[config.mk]
export PLATFORM = sky130hd
export DESIGN_NAME = seg_scan_driver
export DESIGN_NICKNAME = d
export VERILOG_FILES = /design/src/rtl/seg_scan_driver.sv
export SDC_FILE = /design/constraint.sdc
export NUM_CORES = 1
export LEC_CHECK = 0
export CORE_UTILIZATION = 40
export CTS_CLUSTER_SIZE = 40
export DETAILED_ROUTE_END_ITERATION = 8
export MAX_ROUTING_LAYER = met4
export PLACE_DENSITY = 0.61
export SYNTH_ARGS = -nofsm -noshare
export SYNTH_HDL_FRONTEND = slang
export SYNTH_SLANG_ARGS = --single-unit
[constraint.sdc]
create_clock -name i_clk -period 3.2 [get_ports i_clk]
set_input_delay 0.64 -clock i_clk [delete_from_list [all_inputs] [get_ports i_clk]]
set_output_delay 0.64 -clock i_clk [all_outputs]
set_load 0.02 [all_outputs]
[src/rtl/seg_scan_driver.sv]
// Multiplexed seven-segment scan driver with frame-synchronous double buffering.
// Optional per-digit blinking is enabled by defining SEG_BLINK_EN.
module seg_scan_driver #(
  parameter int DIGITS       = 4,
  parameter int SCAN_DIV     = 50000,
  parameter int ACTIVE_LOW   = 1,
  parameter int BLINK_FRAMES = 32
) (
  input  logic                  i_clk,
  input  logic                  i_rst_n,
  input  logic                  i_load,
  input  logic [4*DIGITS-1:0]   i_bcd,
  input  logic [DIGITS-1:0]     i_dp,
  input  logic                  i_lzb,
`ifdef SEG_BLINK_EN
  input  logic [DIGITS-1:0]     i_blink,
`endif
  output logic [7:0]            o_seg,
  output logic [DIGITS-1:0]     o_an,
  output logic                  o_frame
);

  localparam int DW = $clog2(SCAN_DIV);
  localparam int IW = $clog2(DIGITS);

  logic [DW-1:0]       div_cnt;
  logic [IW-1:0]       idx;
  logic                tc;
  logic                frame_end;

  logic [4*DIGITS-1:0] pend_bcd;
  logic [DIGITS-1:0]   pend_dp;
  logic                pend_vld;
  logic [4*DIGITS-1:0] act_bcd;
  logic [DIGITS-1:0]   act_dp;

  logic [3:0]          nib;
  logic                dp_bit;
  logic                zero_run;
  logic                blank;
  logic [6:0]          seg7;
  logic                blink_off;
  logic [7:0]          seg_nx;
  logic [DIGITS-1:0]   an_nx;

  assign tc        = (div_cnt == DW'(SCAN_DIV - 1));
  assign frame_end = tc && (idx == IW'(DIGITS - 1));

  always_ff @(posedge i_clk) begin
    if (!i_rst_n) begin
      div_cnt <= '0;
      idx     <= '0;
    end else begin
      div_cnt <= tc ? '0 : div_cnt + 1'b1;
      if (tc)
        idx <= (idx == IW'(DIGITS - 1)) ? '0 : idx + 1'b1;
    end
  end

  // A load coinciding with frame_end bypasses pending straight into active.
  always_ff @(posedge i_clk) begin
    if (!i_rst_n) begin
      pend_bcd <= '0;
      pend_dp  <= '0;
      pend_vld <= 1'b0;
      act_bcd  <= '0;
      act_dp   <= '0;
    end else if (frame_end && i_load) begin
      act_bcd  <= i_bcd;
      act_dp   <= i_dp;
      pend_vld <= 1'b0;
    end else if (frame_end && pend_vld) begin
      act_bcd  <= pend_bcd;
      act_dp   <= pend_dp;
      pend_vld <= 1'b0;
    end else if (i_load) begin
      pend_bcd <= i_bcd;
      pend_dp  <= i_dp;
      pend_vld <= 1'b1;
    end
  end

  // Walk from the top digit down so zero_run means "this and all above are 0".
  always_comb begin
    nib      = 4'h0;
    dp_bit   = 1'b0;
    zero_run = 1'b1;
    blank    = 1'b0;
    for (int k = DIGITS - 1; k >= 0; k--) begin
      zero_run = zero_run && (act_bcd[4*k +: 4] == 4'h0);
      if (IW'(k) == idx) begin
        nib    = act_bcd[4*k +: 4];
        dp_bit = act_dp[k];
        blank  = i_lzb && zero_run && (k != 0);
      end
    end
  end

  always_comb begin
    seg7 = 7'h40;
    case (nib)
      4'd0:    seg7 = 7'h3F;
      4'd1:    seg7 = 7'h06;
      4'd2:    seg7 = 7'h5B;
      4'd3:    seg7 = 7'h4F;
      4'd4:    seg7 = 7'h66;
      4'd5:    seg7 = 7'h6D;
      4'd6:    seg7 = 7'h7D;
      4'd7:    seg7 = 7'h07;
      4'd8:    seg7 = 7'h7F;
      4'd9:    seg7 = 7'h6F;
      default: seg7 = 7'h40;
    endcase
  end

`ifdef SEG_BLINK_EN
  localparam int BW = (BLINK_FRAMES > 1) ? $clog2(BLINK_FRAMES) : 1;

  logic [BW-1:0] blink_cnt;
  logic          blink_phase;

  always_ff @(posedge i_clk) begin
    if (!i_rst_n) begin
      blink_cnt   <= '0;
      blink_phase <= 1'b0;
    end else if (frame_end) begin
      if (blink_cnt == BW'(BLINK_FRAMES - 1)) begin
        blink_cnt   <= '0;
        blink_phase <= ~blink_phase;
      end else begin
        blink_cnt <= blink_cnt + 1'b1;
      end
    end
  end

  assign blink_off = blink_phase && i_blink[idx];
`else
  assign blink_off = (BLINK_FRAMES < 0);
`endif

  always_comb begin
    an_nx      = '0;
    an_nx[idx] = 1'b1;
    seg_nx     = blink_off ? 8'h00 : {dp_bit, blank ? 7'h00 : seg7};
  end

  always_ff @(posedge i_clk) begin
    if (!i_rst_n) begin
      o_seg   <= (ACTIVE_LOW != 0) ? '1 : '0;
      o_an    <= (ACTIVE_LOW != 0) ? '1 : '0;
      o_frame <= 1'b0;
    end else begin
      o_seg   <= (ACTIVE_LOW != 0) ? ~seg_nx : seg_nx;
      o_an    <= (ACTIVE_LOW != 0) ? ~an_nx : an_nx;
      o_frame <= frame_end;
    end
  end

endmodule

Word-level counts from Yosys, hierarchy flattened
Memory sizes are Yosys's and may differ from the RTL's.
Cells that the tools add are included.
{"block": "word_totals", "input_bits": 24, "output_inout_bits": 13, "memories": 1, "register_bits": 72, "romBits": 112, "elab_cells": 62}
{"memory": "(no name shown)", "depth": 16, "word_bits": 7, "read_ports": 1, "rd_ports_with_merged_regs": 0, "wr": 0, "line_no": "101", "source": "case (nib)"}
{"block": "classes", "n_mux": 20, "n_reduce_logical": 17, "magnitude_cmp": 2, "addsub": 2, "bitwise": 5, "n_eq_ne": 5}
{"cell": "$mux W16", "n": 2}
{"cell": "$mux W4", "n": 6}
{"cell": "$add A16 B1 Y16 const B", "n": 1}
{"cell": "$eq A16 B16 Y1 const B", "n": 1}
{"cell": "$logic_not A4 Y1", "n": 3}
{"cell": "$logic_and A1 B1 Y1", "n": 9}
{"cell": "$mux W1", "n": 9}
{"cell": "$not A8 Y8", "n": 1}
{"cell": "$mux W7", "n": 1}
{"cell": "$eq A2 B2 Y1 const A", "n": 2}
{"cell": "$not A4 Y4", "n": 1}
{"cell": "$lt A2 B3 Y1 const B", "n": 1}
{"cell": "$not A1 Y1", "n": 3}
{"cell": "$reduce_and A3 Y1", "n": 1}
{"cell": "$reduce_or A3 Y1", "n": 1}
{"cell": "$add A2 B1 Y2 const B", "n": 1}
{"cell": "$demux W1 S2", "n": 1}
{"cell": "$eq A1 B2 Y1 const A", "n": 1}
{"cell": "$eq A2 B2 Y1 const B", "n": 1}
{"cell": "$ge A2 B1 Y1 const B", "n": 1}
{"cell": "$logic_not A2 Y1", "n": 1}
{"cell": "$mux W2", "n": 1}
{"cell": "$reduce_bool A2 Y1", "n": 1}
{"cell": "$reduce_or A2 Y1", "n": 1}

Depth between registers and ports, before layout
Gate-level depths: netlist of run 1.
{"block": "depth", "word_depth": 8, "depth_mapped": 12, "mapped_depth_nobuf": 11}

Least setup slack after synthesis of run 1
No wires, ideal clock.
{"block": "synth_path", "path_kind": "register to register", "start": "reg div_cnt[4]", "end": "reg act_bcd[0]", "arrival_time_ns": 2.222, "period_less_slack_ns": 2.339, "n_path_buf": 2, "path_slack_ns": 0.861, "setup_ns": 0.117, "stages_incl_launch_ff": 8, "path_cell_list": "dfxtp_1 > or4_1 > or4_1 > buf_2 > or3_4 > buf_6 > a22oi_2 > nor2b_1"}
{"block": "synth_between", "elab_chain_len": 4, "word_cells_on_any_way": 6, "cone_classes": "1 x eq/ne; 1 x mux; 4 x reduce/logical"}
{"element": "from (decl)", "line_no": "26", "source": "logic [DW-1:0] div_cnt;"}
{"element": "from (signal assigned)", "line_no": "54", "source": "div_cnt <= tc ? '0 : div_cnt + 1'b1;"}
{"element": "$eq A16 B16 Y1 *", "line_no": "46", "source": "assign tc = (div_cnt == DW'(SCAN_DIV - 1));"}
{"element": "$logic_and A1 B1 Y1 *", "line_no": "47", "source": "assign frame_end = tc && (idx == IW'(DIGITS - 1));"}
{"element": "$logic_and A1 B1 Y1 (on tied branches)", "line_no": "68, 72"}
{"element": "$mux W16 / $reduce_bool A2 Y1 (equally long branches)"}
{"element": "to (signal assigned)", "line_no": "69", "source": "act_bcd <= i_bcd;"}
{"element": "to (signal assigned)", "line_no": "73", "source": "act_bcd <= pend_bcd;"}
{"element": "to (decl)", "line_no": "34", "source": "logic [4*DIGITS-1:0] act_bcd;"}
Mark *: on every way between the ends. The rest lies on a longest branch, timed or not.
A chain may end at the register's enable or synchronous reset.

Worst setup path in the final report of run 1
{"block": "layout_path", "start": "reg div_cnt[4]", "end": "reg act_bcd[6]"}
Same word-level chain as after synthesis.

==> insert_results.sql, run 1 <==
INSERT INTO impl_metrics (metric_group, metric, value, unit) VALUES
('run_status', 'status', 'finished, final reports clean', ''),
('synth', 'synth-compound-area-share', '0.181', ''),
('grt', 'first_pass_grt_wire_length', '11300', 'microns'),
('die', 'die_width', '93.1', 'microns'),
('placement', 'place_inst', '465', ''),
('grt', 'overall_track_demand_over_capacity_in_global_routing', '0.174', ''),
('synth', 'yosys_warnings', '0', ''),
('min_path', 'hp-class', 'reg2reg', ''),
('timing', 'setup_violations', '0', ''),
('worst_setup_path', 'worst_path_cell_trace', 'or4_1 -> or4_1 -> or3_4 -> a22oi_2 -> nor2b_1', ''),
('clock_tree', 'tritoncts', 'built', ''),
('grt', 'grt_start_max_net_pins', '33', ''),
('routing', 'detail_route.iter0.violations', '76', ''),
('timing', 'post_layout_minimum_cycle_time', '2.54', 'ns'),
('die', 'initial_core_util', '0.421', ''),
('worst_setup_path', 'timing.reg2reg.setup_slack', '0.66', 'ns'),
('worst_setup_path', 'cp-startpoint', 'div_cnt[4]$_SDFF_PP0_', ''),
('clock_tree', 'number_of_levels_the_h_tree_was_split_into', '3', ''),
('power', 'max-vdd-ir-drop', '0.000219', 'V'),
('clock_tree', 'clock_insertion_delay_worst_skew', '0.34', 'ns'),
('synth', 'synth.avg_cell_area', '9.78', 'sq um'),
('placement', 'post-dp-hpwl', '4650', 'microns'),
('routing', 'post_drt_wl_per_cell', '14.1', 'microns'),
('synth', 'synthSimpleGateAreaFrac', '0.214', ''),
('timing', 'worst_margin_slew', '0.608', 'ns'),
('synth', 'synth-adder-area-share', '0.0302', ''),
('synth', 'netlist_area', '0.00332', 'sq mm'),
('worst_setup_path', 'cp.arrival', '2.79', 'ns'),
('timing', 'grt_setup_unrepaired', 'false', ''),
('die', 'rows', '32', ''),
('worst_setup_path', 'number_of_buffers_and_inverters_on_the_critical_path', '0', ''),
('routing', 'via_count', '2488', ''),
('timing', 'fmaxAchievable', '393', 'MHz'),
('worst_setup_path', 'endpoint_kind', 'flip-flop', ''),
('finish', 'layout.core_utilization', '0.506', ''),
('finish', 'areaGrowthSynthToFinish', '20.2', '%'),
('routing', 'route.antenna.remaining_nets', '0', ''),
('worst_setup_path', 'cp_data_required_time', '3.44', 'ns'),
('clock_tree', 'cts_root_buf', 'clkbuf_8', ''),
('finish', 'drive_above_1_share', '0.121', ''),
('timing', 'slew_violations', '0', ''),
('placement', 'port-buffer-count', '36', ''),
('clock_tree', 'cts_inserted_buffers', '9', ''),
('power', 'cellPowerDensity', '462', 'mW/mm^2'),
('grt', 'grt.overflow.total', '0', ''),
('clock_tree', 'clk_transition_reported_paths', '0.07', 'ns'),
('worst_setup_path', 'timing.critical_path.to', 'act_bcd[6]$_SDFFE_PN0P_', ''),
('die', 'die_area', '0.00866', 'sq mm'),
('clock_tree', 'cts-hold-fix-buffers', '0', ''),
('timing', 'maxSlewHeadroom', '0.595', ''),
('routing', 'drt_pass1_iterations', '5', ''),
('routing', 'drc', '0', ''),
('worst_setup_path', 'rr_endpoint', 'act_bcd[6]$_SDFFE_PN0P_', ''),
('synth', 'netlist_instances', '339', ''),
('die', 'boundaryPins', '37', ''),
('timing', 'tns', '0', 'ns'),
('worst_setup_path', 'worstReg2RegStart', 'div_cnt[4]$_SDFF_PP0_', ''),
('power', 'p_leak', '1.47', 'nW'),
('synth', 'synth_mux_area_frac', '0.0634', ''),
('synth', 'yosys_most_used_dff', 'dfxtp_1', ''),
('synth', 'yosysSeqAreaShare', '0.435', ''),
('worst_setup_path', 'rr_worst_depth', '5', ''),
('routing', 'wirelength', '6780', 'microns'),
('worst_setup_path', 'crit_cells', '5', ''),
('synth', 'largest_family_of_logic_cells_by_synthesized_area', 'simple AND/OR/NAND/NOR gates', ''),
('worst_setup_path', 'cp_slowest_cell', 'or4_1', ''),
('timing', 'finalClockSkew', '0.00805', 'ns'),
('run', 'cap_viol_max_count', '0', ''),
('synth', 'syn_nets', '371', ''),
('clock_tree', 'number_of_buffers_added_for_setup_after_cts', '0', ''),
('clock_tree', 'max-clock-path-buffers', '2', '');
-- power by group --
| group | switching [mW] | internal, mW | total, mW |
|---|---|---|---|
| logic | 0.0640 | 0.0794 | 0.143 |
| clock network | 0.323 | 0.445 | 0.767 |
| registers | 0.0123 | 0.920 | 0.932 |
-- stage by stage --
step | setup WS, ns | power (mW) | instance area, sq um | hold slack [ns]
floorplan | 0.861 | 1.03 | 3320 | 0.437
global placement | 0.707 | 1.10 | 3770 | 0.471
detailed placement | 0.670 | 1.10 | 3770 | 0.476
CTS | 0.648 | 1.87 | 3990 | 0.495
global route | 0.547 | 1.91 | 3990 | 0.517
finish | 0.656 | 1.84 | 3990 | 0.490
-- kinds of logic after synthesis --
| logic type | count (synthesis) |
|---|---|
| compound gates | 69 |
| fa+ha+maj | 8 |
| buf+inv | 33 |
| mux | 21 |
| flops | 72 |
| xor+xnor | 12 |
| simple gates | 124 |
-- cells in the final DEF, fill, tap and decap left out, types with 2 or more instances in the layout --
cell type and count:
dfxtp_1 72, nor2b_1 43, clkdlybuf4s50_1 36, a22o_1 22, nor2_1 21, mux2i_1 21, a22oi_2 20, nand2_1 19
inv_1 13, clkbuf_8 13, a21oi_1 10, o21ai_0 10, ha_1 8, buf_4 8, nand4_1 7, nand3_1 6
xor2_1 6, xnor2_1 6, nand3b_1 5, nand4bb_1 4, and3_1 4, a32oi_1 3, or4_1 3, or3_1 2
nor4_1 2
-- layer usage --
metal	GRT usage	share of wire
met3	0.0439	0.027
met5	-	0
met1	0.220	0.51
met2	0.268	0.45
met4	0.0692	0.018
-- final cells by class --
class,instances,area (sq um)
clock buffers,14,183
clock inverters,2,35.0
fillers,742,3900
inverters,13,48.8
multi-input cells,234,1730
flip-flops and latches,72,1440
well taps,102,128
repair buffers,44,420
-- how the worst min path moves through the flow --
stage	depth (start not counted)	endpoint	slack (ns)
floorplan	1	div_cnt[0]$_SDFF_PP0_	0.44
detailed placement	1	div_cnt[0]$_SDFF_PP0_	0.48
finish	1	div_cnt[0]$_SDFF_PP0_	0.49
global placement	1	div_cnt[0]$_SDFF_PP0_	0.47
CTS	1	div_cnt[0]$_SDFF_PP0_	0.50
global route	1	div_cnt[0]$_SDFF_PP0_	0.52
-- flip-flops by register name, summed over array words and instances, names as in the netlist --
| name | count |
|---|---|
| div_cnt | 16 |
| pend_vld | 1 |
| o_an | 4 |
| o_seg | 8 |
| pend_dp | 4 |
| idx | 2 |
| act_bcd | 16 |
| pend_bcd | 16 |
| act_dp | 4 |
| o_frame | 1 |
-- cell usage after synthesis (2+ instances only) --
library cell / instances / area share
a22o_1: 22 / 0.058
and3_1: 4 / 0.0075
nor2b_1: 43 / 0.081
nand3b_1: 5 / 0.011
nor2_1: 22 / 0.025
xnor2_1: 6 / 0.016
buf_2: 3 / 0.0045
nand4bb_1: 4 / 0.014
xor2_1: 6 / 0.016
o21ai_0: 10 / 0.015
mux2i_1: 21 / 0.063
a22oi_2: 20 / 0.075
buf_4: 2 / 0.0045
ha_1: 8 / 0.030
or3_1: 2 / 0.0038
dfxtp_1: 72 / 0.43
buf_6: 2 / 0.0068
inv_1: 13 / 0.015
clkbuf_1: 13 / 0.015
a32oi_1: 3 / 0.0079
nand3_1: 6 / 0.0091
nand2_1: 19 / 0.022
or4_1: 3 / 0.0068
nand4_1: 7 / 0.013
a21oi_1: 10 / 0.015
nor4_1: 2 / 0.0038
Note: power is estimated with default switching activity, not from simulation.
==> inputs of run 2 (changes only) <==
Settings changed: PLACE_DENSITY 0.61 to 0.63.
Clock period 3.2 ns to 2.2 ns, I/O delays scaled along.
==> run 2 against run 1 <==
  * The run now ends with setup timing left
  * Cell count is 5.2% higher
  * Die area is the same
  * Via count rose by 5.0%
  * Non-clock buffer count up 24
  * Worst hold slack better by 0.0062 ns
  * Global-route usage grew 0.068 points
  * Wire length grew 1.7%
  * Largest power group unchanged
==> insert_results.sql, run 2 (synthesized netlist as in run 1, its figures left out) <==
INSERT INTO impl_metrics (metric_group, metric, value, unit) VALUES
('run_status', 'status', 'finished, violations left', ''),
('routing', 'post_drt_wl_per_cell', '13.6', 'microns'),
('routing', 'detail_route.iter0.violations', '126', ''),
('power', 'internal_power', '2.09', 'mW'),
('placement', 'port-buffer-count', '36', ''),
('clock_tree', 'number_of_levels_the_h_tree_was_split_into', '3', ''),
('power', 'p_leak', '1.60', 'nW'),
('die', 'boundaryPins', '37', ''),
('worst_setup_path', 'cp_data_required_time', '2.44', 'ns'),
('worst_setup_path', 'cp.arrival', '2.57', 'ns'),
('timing', 'maxSlewHeadroom', '0.702', ''),
('power', 'cellPowerDensity', '632', 'mW/mm^2'),
('clock_tree', 'tritoncts', 'built', ''),
('worst_setup_path', 'timing.critical_path.fanout_max', '5', ''),
('run', 'cap_viol_max_count', '0', ''),
('routing', 'drt_pass1_iterations', '4', ''),
('grt', 'grt_pass1_vias', '2517', ''),
('routing', 'via_count', '2613', ''),
('power', 'p_sw', '0.598', 'mW'),
('worst_setup_path', 'worstReg2RegStart', 'div_cnt[13]$_SDFF_PP0_', ''),
('finish', 'post-route-cell-area', '0.00425', 'sq mm'),
('timing', 'worst_slack', '-0.134', 'ns'),
('placement', 'postPlaceCellArea', '0.00398', 'sq mm'),
('timing', 'grt_setup_unrepaired', 'true', ''),
('grt', 'number_of_antenna_violations_at_the_first_check_in_global_routing', '0', ''),
('worst_setup_path', 'timing.critical_path.from_type', 'flip-flop', ''),
('power', 'switching_share', '0.223', ''),
('timing', 'finalClockSkew', '0.00869', 'ns'),
('routing', 'wirelength', '6890', 'microns'),
('min_path', 'worstHoldStart', 'div_cnt[11]$_SDFF_PP0_', ''),
('routing', 'detail_route.vias_per_cell', '5.16', ''),
('finish', 'final_non_filler_cells', '506', ''),
('clock_tree', 'cts_root_buf', 'clkbuf_8', ''),
('timing', 'post_layout_minimum_cycle_time', '2.33', 'ns'),
('clock_tree', 'cts-hold-fix-buffers', '0', ''),
('clock_tree', 'cts_inserted_buffers', '9', ''),
('clock_tree', 'cts.sinks', '72', ''),
('finish', 'final_layout_net_count', '432', ''),
('placement', 'place_inst', '488', ''),
('routing', 'route.antenna.remaining_nets', '0', ''),
('die', 'core-area', '0.00789', 'sq mm'),
('die', 'initial_core_util', '0.421', ''),
('worst_setup_path', 'slowest_delay', '0.58', 'ns'),
('timing', 'layout_worst_path_cycle_share', '1.06', ''),
('grt', 'overall_track_demand_over_capacity_in_global_routing', '0.175', ''),
('placement', 'routabilityCongestion', '0.828', ''),
('finish', 'layout.cells.most_common', 'dfxtp_1', ''),
('power', 'max-vdd-ir-drop', '0.000298', 'V'),
('die', 'die_area', '0.00866', 'sq mm'),
('placement', 'place_worst_setup_slack', '-0.154', 'ns'),
('timing', 'slew_violations', '0', ''),
('power', 'pwr-share-comb', '0.081', ''),
('worst_setup_path', 'worst_path_cell_trace', 'or4bb_1 -> or4_4 -> buf_4 -> or3_4 -> a22oi_2 -> nor2b_1', ''),
('worst_setup_path', 'endpoint_kind', 'flip-flop', ''),
('min_path', 'hp-class', 'reg2reg', ''),
('routing', 'drc', '0', ''),
('finish', 'layout.core_utilization', '0.539', ''),
('grt', 'first_pass_grt_wire_length', '11600', 'microns'),
('finish', 'most-common-layout-cells', 'dfxtp_1, nor2b_1, clkdlybuf4s50_1', ''),
('worst_setup_path', 'cp_slowest_cell', 'or4_4', ''),
('clock_tree', 'max-clock-path-buffers', '2', ''),
('power', 'share_of_total_power_in_the_clock_network', '0.415', ''),
('die', 'chipHeight', '93.1', 'microns'),
('finish', 'drive_above_1_share', '0.200', ''),
('clock_tree', 'clock_insertion_delay_worst_skew', '0.34', 'ns'),
('grt', 'grt_start_max_net_pins', '31', ''),
('timing', 'worst_hold_slack_across_all_endpoints', '0.496', 'ns'),
('worst_setup_path', 'cp-startpoint', 'div_cnt[13]$_SDFF_PP0_', ''),
('clock_tree', 'clk_transition_reported_paths', '0.08', 'ns'),
('placement', 'post-dp-hpwl', '4650', 'microns'),
('timing', 'fmaxAchievable', '428', 'MHz'),
('finish', 'areaGrowthSynthToFinish', '28.2', '%'),
('finish', 'total_inserted_antenna_cells', '0', ''),
('run_status', 'failed_checks', 'setup timing', ''),
('timing', 'finalHoldViolations', '0', ''),
('power', 'share_seq_of_total_power', '0.504', ''),
('die', 'die_width', '93.1', 'microns'),
('timing', 'setup_violations', '40', ''),
('finish', 'top_regs', 'act_bcd (16), div_cnt (16), pend_bcd (16)', ''),
('timing', 'worst_margin_slew', '0.445', 'ns'),
('worst_setup_path', 'critical_path_class', 'reg2reg', ''),
('die', 'rows', '32', ''),
('grt', 'grt.overflow.total', '0', '');
-- run 2: cell count changes in the layout (fill, tap and decap cells not counted), sizes merged --
| cell | before | now |
|---|---|---|
| buf | 8 | 32 |
| clkbuf | 14 | 9 |
| clkinvlp | 0 | 2 |
| or3 | 3 | 5 |
| bufinv | 1 | 2 |
| clkinv | 1 | 2 |
-- run 2: through the flow --
| step | TNS, ns | power [mW] |
|---|---|---|
| detailed placement | -5.01 | 1.60 |
| finish | -3.23 | 2.69 |
| global route | -5.88 | 2.80 |
| CTS | -3.69 | 2.72 |
| floorplan | -2.65 | 1.50 |
| global placement | -3.80 | 1.60 |
-- run 2: routing by layer --
layer	vias to the layer above	GRT usage	share of wire
met5	-	-	0
met3	7	0.0366	0.044
met1	1221	0.225	0.50
met4	0	0.0615	0.0074
met2	62	0.273	0.45
li1	1323	-	-
-- run 2: area by class of cell --
type                            instances  area, sq um
Clock buffer                            9          124
Clock inverter                          6         85.1
Fill cell                             717         3640
Inverter                               13         48.8
Multi-Input combinational cell        236         1780
Sequential cell                        72         1450
Tap cell                              102          128
Timing Repair Buffer                   68          642
-- run 2: power by group through the flow --
stage	Combinational, mW	Clock, mW	Sequential [mW]
after floorplan	0.112	0	1.39
after global placement	0.217	0	1.38
after detailed placement	0.218	0	1.38
after CTS	0.220	1.15	1.35
after global routing	0.239	1.20	1.36
final	0.218	1.11	1.35
-- run 2: timing repair --
| action | 4_1_cts | 5_1_grt |
|---|---|---|
| gates resized for setup | 3 | 10 |
| setup endpoints to repair | 40 | 45 |
| pin swaps | 1 | 1 |
| cloned | 0 | 2 |
| setup buffers | 0 | 1 |
-- run 2: final timing paths --
| kind | slack (ns) | depth (start not counted) | end |
|---|---|---|---|
| setup / recovery | -0.13 | 6 | act_bcd[6]$_SDFFE_PN0P_ |
| hold / removal | 0.50 | 2 | div_cnt[11]$_SDFF_PP0_ |
| setup reg to reg | -0.13 | 6 | act_bcd[6]$_SDFFE_PN0P_ |
| hold reg to reg | 0.50 | 2 | div_cnt[11]$_SDFF_PP0_ |
-- run 2: worst max-delay path: cells and delay by family (launching register included) --
family                 cells  cell delay [ns]
AO/OA/AOI/OAI              1             0.19
buffers and inverters      1             0.17
flip-flops                 1             0.31
AND/OR/NAND/NOR            4             1.56
==> inputs of run 3 (changes only) <==
Settings changed: PLACE_DENSITY 0.63 to 0.61.
Clock period 2.2 ns to 2.3 ns, I/O delays scaled along.
==> run 3 against run 2 <==
  * Maximum frequency fell by 0.51%
  * Register-to-register slack improved by 0.09 ns
  * The flow still finishes with violations (setup timing)
  * Combinational power rose by 2%
  * Power fell by 11%
  * Sequential power fell by 4%
  * First-iteration DRC count fell by 31%
  * Clock skew fell by 0.0029 ns
  * Sequential share of layout area rose by 0.50 points
  * Highest routed layer unchanged
  * Utilization fell by 0.82 points
  * Die area did not move
==> insert_results.sql, run 3 (synthesized netlist as in run 1, its figures left out) <==
INSERT INTO impl_metrics (metric_group, metric, value, unit) VALUES
('run_status', 'status', 'finished, violations left', ''),
('run_status', 'failed_checks', 'setup timing', ''),
('timing', 'slew_violations', '0', ''),
('timing', 'fmaxAchievable', '426', 'MHz'),
('routing', 'drt_pass1_iterations', '4', ''),
('die', 'core-area', '0.00789', 'sq mm'),
('timing', 'maxSlewHeadroom', '0.649', ''),
('placement', 'routabilityCongestion', '0.806', ''),
('die', 'die_area', '0.00866', 'sq mm'),
('routing', 'detail_route.iter0.violations', '87', ''),
('min_path', 'hp-class', 'reg2reg', ''),
('clock_tree', 'clk_transition_reported_paths', '0.07', 'ns'),
('grt', 'grt_pass1_vias', '2482', ''),
('clock_tree', 'clock_insertion_delay_worst_skew', '0.35', 'ns'),
('routing', 'wirelength', '6900', 'microns'),
('power', 'p_total', '2.38', 'mW'),
('power', 'p_leak', '1.56', 'nW'),
('die', 'chipHeight', '93.1', 'microns'),
('finish', 'final_layout_net_count', '425', ''),
('worst_setup_path', 'timing.critical_path.fanout_max', '8', ''),
('finish', 'areaGrowthSynthToFinish', '26.2', '%'),
('die', 'initial_core_util', '0.421', ''),
('timing', 'post_layout_minimum_cycle_time', '2.35', 'ns'),
('power', 'cellPowerDensity', '569', 'mW/mm^2'),
('worst_setup_path', 'cp_data_required_time', '2.54', 'ns'),
('timing', 'finalHoldViolations', '0', ''),
('timing', 'worst_margin_slew', '0.526', 'ns'),
('worst_setup_path', 'rr_worst_depth', '8', ''),
('die', 'rows', '32', ''),
('clock_tree', 'cts_root_buf', 'clkbuf_8', ''),
('worst_setup_path', 'slowest_delay', '0.56', 'ns'),
('placement', 'place_inst', '480', ''),
('worst_setup_path', 'cp.arrival', '2.59', 'ns'),
('worst_setup_path', 'cp_slowest_cell', 'or4_4', ''),
('finish', 'drive_above_1_share', '0.186', ''),
('grt', 'number_of_antenna_violations_at_the_first_check_in_global_routing', '0', ''),
('die', 'boundaryPins', '37', ''),
('routing', 'detail_route.vias_per_cell', '5.11', ''),
('finish', 'layout.cells.most_common', 'dfxtp_1', ''),
('worst_setup_path', 'rr_endpoint', 'pend_bcd[2]$_SDFFE_PN0P_', ''),
('routing', 'drc', '0', ''),
('grt', 'overall_track_demand_over_capacity_in_global_routing', '0.185', ''),
('clock_tree', 'tritoncts', 'built', ''),
('grt', 'first_pass_grt_wire_length', '12100', 'microns'),
('min_path', 'whs_path_depth', '2', ''),
('routing', 'post_drt_wl_per_cell', '13.8', 'microns'),
('finish', 'top_regs', 'act_bcd (16), div_cnt (16), pend_bcd (16)', ''),
('clock_tree', 'cts_inserted_buffers', '9', ''),
('finish', 'final_non_filler_cells', '500', ''),
('placement', 'post-dp-hpwl', '4710', 'microns'),
('min_path', 'worstHoldStart', 'div_cnt[11]$_SDFF_PP0_', ''),
('clock_tree', 'cts-hold-fix-buffers', '0', ''),
('timing', 'grt_setup_unrepaired', 'true', ''),
('die', 'die_width', '93.1', 'microns'),
('timing', 'finalClockSkew', '0.00577', 'ns'),
('clock_tree', 'cts.sinks', '72', ''),
('worst_setup_path', 'endpoint_kind', 'flip-flop', ''),
('worst_setup_path', 'critical_path_class', 'reg2reg', ''),
('finish', 'nFillCells', '737', ''),
('timing', 'layout_worst_path_cycle_share', '1.02', ''),
('run', 'cap_viol_max_count', '0', ''),
('worst_setup_path', 'worst_path_cell_trace', 'or4bb_1 -> or4_4 -> buf_6 -> o21ai_4 -> buf_12 -> buf_12 -> mux2i_2 -> nor2b_1', ''),
('finish', 'most-common-layout-cells', 'dfxtp_1, nor2b_1, clkdlybuf4s50_1', ''),
('routing', 'route.antenna.remaining_nets', '0', ''),
('grt', 'grt_start_max_net_pins', '36', ''),
('min_path', 'min_to', 'div_cnt[11]$_SDFF_PP0_', ''),
('clock_tree', 'max-clock-path-buffers', '2', ''),
('clock_tree', 'number_of_levels_the_h_tree_was_split_into', '3', ''),
('placement', 'port-buffer-count', '36', ''),
('timing', 'worst_hold_slack_across_all_endpoints', '0.495', 'ns'),
('power', 'max-vdd-ir-drop', '0.000370', 'V'),
('routing', 'via_count', '2554', ''),
('worst_setup_path', 'worstReg2RegStart', 'div_cnt[12]$_SDFF_PP0_', ''),
('worst_setup_path', 'critical-path-top-cell-by-count', 'buf_12', ''),
('worst_setup_path', 'timing.critical_path.from_type', 'flip-flop', ''),
('timing', 'setup_violations', '28', ''),
('finish', 'total_inserted_antenna_cells', '0', ''),
('timing', 'worst_slack', '-0.0461', 'ns'),
('worst_setup_path', 'timing.reg2reg.setup_slack', '-0.05', 'ns'),
('grt', 'grt.overflow.total', '0', '');
run 3: cell types whose count changed in the layout (fill, tap and decap cells not counted), sizes merged:
cell / delta
buf: -5
bufinv: -2
clkbuf: +3
clkinv: +2
clkinvlp: -2
or3: -2
run 3: through the flow:
stage / utilization / setup TNS (ns) / setup slack (ns) / instance area [sq um]
detailed placement: 0.497 / -1.50 / -0.0477 / 3920
CTS: 0.527 / -0.538 / -0.0513 / 4160
finish: 0.531 / -0.764 / -0.0461 / 4190
floorplan: - / -0.651 / -0.0325 / 3330
global route: 0.531 / -2.30 / -0.104 / 4190
global placement: 0.497 / -0.696 / -0.0362 / 3920
run 3: what timing repair did:
action / CTS / global route
gates cloned: 1 / 0
setup buffers: 2 / 1
endpoints found under the setup margin: 40 / 45
pin swaps: 5 / 4
resized for setup: 5 / 8
run 3: layout make-up:
class	instances	area, sq um	area share
clock buffer	12	145	0.0347
timing repair buffer	63	637	0.152
tap	102	128	0.0305
sequential	72	1450	0.345
multi-input combinational	234	1760	0.421
inverter	13	48.8	0.0117
clock inverter	4	20.0	0.00478
run 3: power by group:
part / switching, mW / internal [mW]
combinational: 0.0936 / 0.128
clock: 0.450 / 0.414
sequential: 0.0169 / 1.28
run 3: how the worst max path moves through the flow:
stage	startpoint	end	slack, ns	cells after the start
floorplan	div_cnt[5]$_SDFF_PP0_	act_bcd[6]$_SDFFE_PN0P_	-0.03	7
global route	div_cnt[12]$_SDFF_PP0_	pend_bcd[3]$_SDFFE_PN0P_	-0.10	8
global placement	div_cnt[13]$_SDFF_PP0_	pend_bcd[0]$_SDFFE_PN0P_	-0.04	7
detailed placement	div_cnt[13]$_SDFF_PP0_	pend_dp[1]$_SDFFE_PN0P_	-0.05	7
finish	div_cnt[12]$_SDFF_PP0_	pend_bcd[2]$_SDFFE_PN0P_	-0.05	8
CTS	div_cnt[5]$_SDFF_PP0_	pend_dp[1]$_SDFFE_PN0P_	-0.05	8
run 3: critical path, delay by kind of cell (launching register included):
| family | cells | cell delay (ns) |
|---|---|---|
| flops | 1 | 0.31 |
| mux | 1 | 0.21 |
| compound gates | 1 | 0.16 |
| simple gates | 3 | 1.14 |
| buf+inv | 3 | 0.41 |
run 3: metal layers:
metal | vias up | part of all wire | GRT usage
li1 | 1311 | - | -
met1 | 1187 | 0.50 | 0.244
met2 | 46 | 0.44 | 0.270
met3 | 10 | 0.038 | 0.0545
met4 | 0 | 0.016 | 0.0628
met5 | - | 0 | -
==> RTL edit, RTL diff (config.mk and constraints of run 1) <==
The option `SEG_BLINK_EN` is turned on by a define.
--- a/src/rtl/seg_scan_driver.sv
+++ b/src/rtl/seg_scan_driver.sv
@@ -2,2 +2,4 @@
 // Optional per-digit blinking is enabled by defining SEG_BLINK_EN.
+`define SEG_BLINK_EN
+
 module seg_scan_driver #(
Interface: changed (added i_blink); port bits go from 37 to 41. No check against the original RTL was run, so the function may have changed too.
==> RTL edit against run 1 <==
- sequential cell count is 6 higher
- worst setup slack better by 0.036 ns
- synthesized area is 8.0% higher
- design area is 7.8% higher
- via count is 19% higher
- routed wire length is 17% higher
- global-route usage is 0.80 points higher
- total power is 6.6% higher
- core utilization is 1.0 points lower
- largest cell class unchanged
==> RTL edit: results <==
[placement]
dp_slack_ns = 0.731
portBuffers = 40
place.gp.congestion = 0.853

[layout]
layout.comb_gates.multi_input = 282
num-clock-buffers = 11
inv_count = 30
seq-cell-share_pct = 36.3
clkCellAreaFrac_pct = 5.15
nFillCells = 850

[grt]
use_met3_pct = 3.18
grt_max_degree = 32
grt_pass1_wl_mm = 13.3

[pwr]
p_int_mw = 1.53
p_leak_nw = 1.53

[status]
status = "complete, no violations"

[route]
vias_per_cell = 5.29
wire_per_inst_um = 14.2
route.met3.wl_um = 315
dr.first_iter.drc_count = 147

[sta]
clock-skew-final_ns = 0.00416
timing.final.ws_setup_ns = 0.692
slew_headroom_pct = 52.5

[logic_synthesis]
syn_nets = 452
yosys-top-cells-area = "dfxtp_1, o32ai_2, nor2_1, a21oi_1, nand3_1"

[critical_path]
cp_max_fo = 22
rrSetupSlack_ns = 0.69
-- RTL edit: power by group through the flow --
stage	Combinational [mW]	Clock, mW	Sequential (mW)
3_5_place_dp	0.140	0	1.03
2_1_floorplan	0.0671	0	1.03
6_report	0.139	0.820	1.00
5_1_grt	0.152	0.880	1.01
4_1_cts	0.140	0.837	1.00
3_3_place_gp	0.139	0	1.03
-- RTL edit: critical path: stages (launching register included) --
cell and delay, ns:
dfxtp_1 0.44, ha_1 0.38, clkinv_1 0.26, or2_1 0.38, buf_4 0.25, o21ai_2 0.15, buf_4 0.33, o32ai_2 0.15
-- RTL edit: cells by family after synthesis --
kind of cell / share of synthesized area, %
flip-flops: 43.6
AO/OA/AOI/OAI: 17.5
AND/OR/NAND/NOR: 24.4
adder cells (fa/ha/maj): 3.49
XOR/XNOR: 3.67
buffers and inverters: 6.18
multiplexers: 1.19
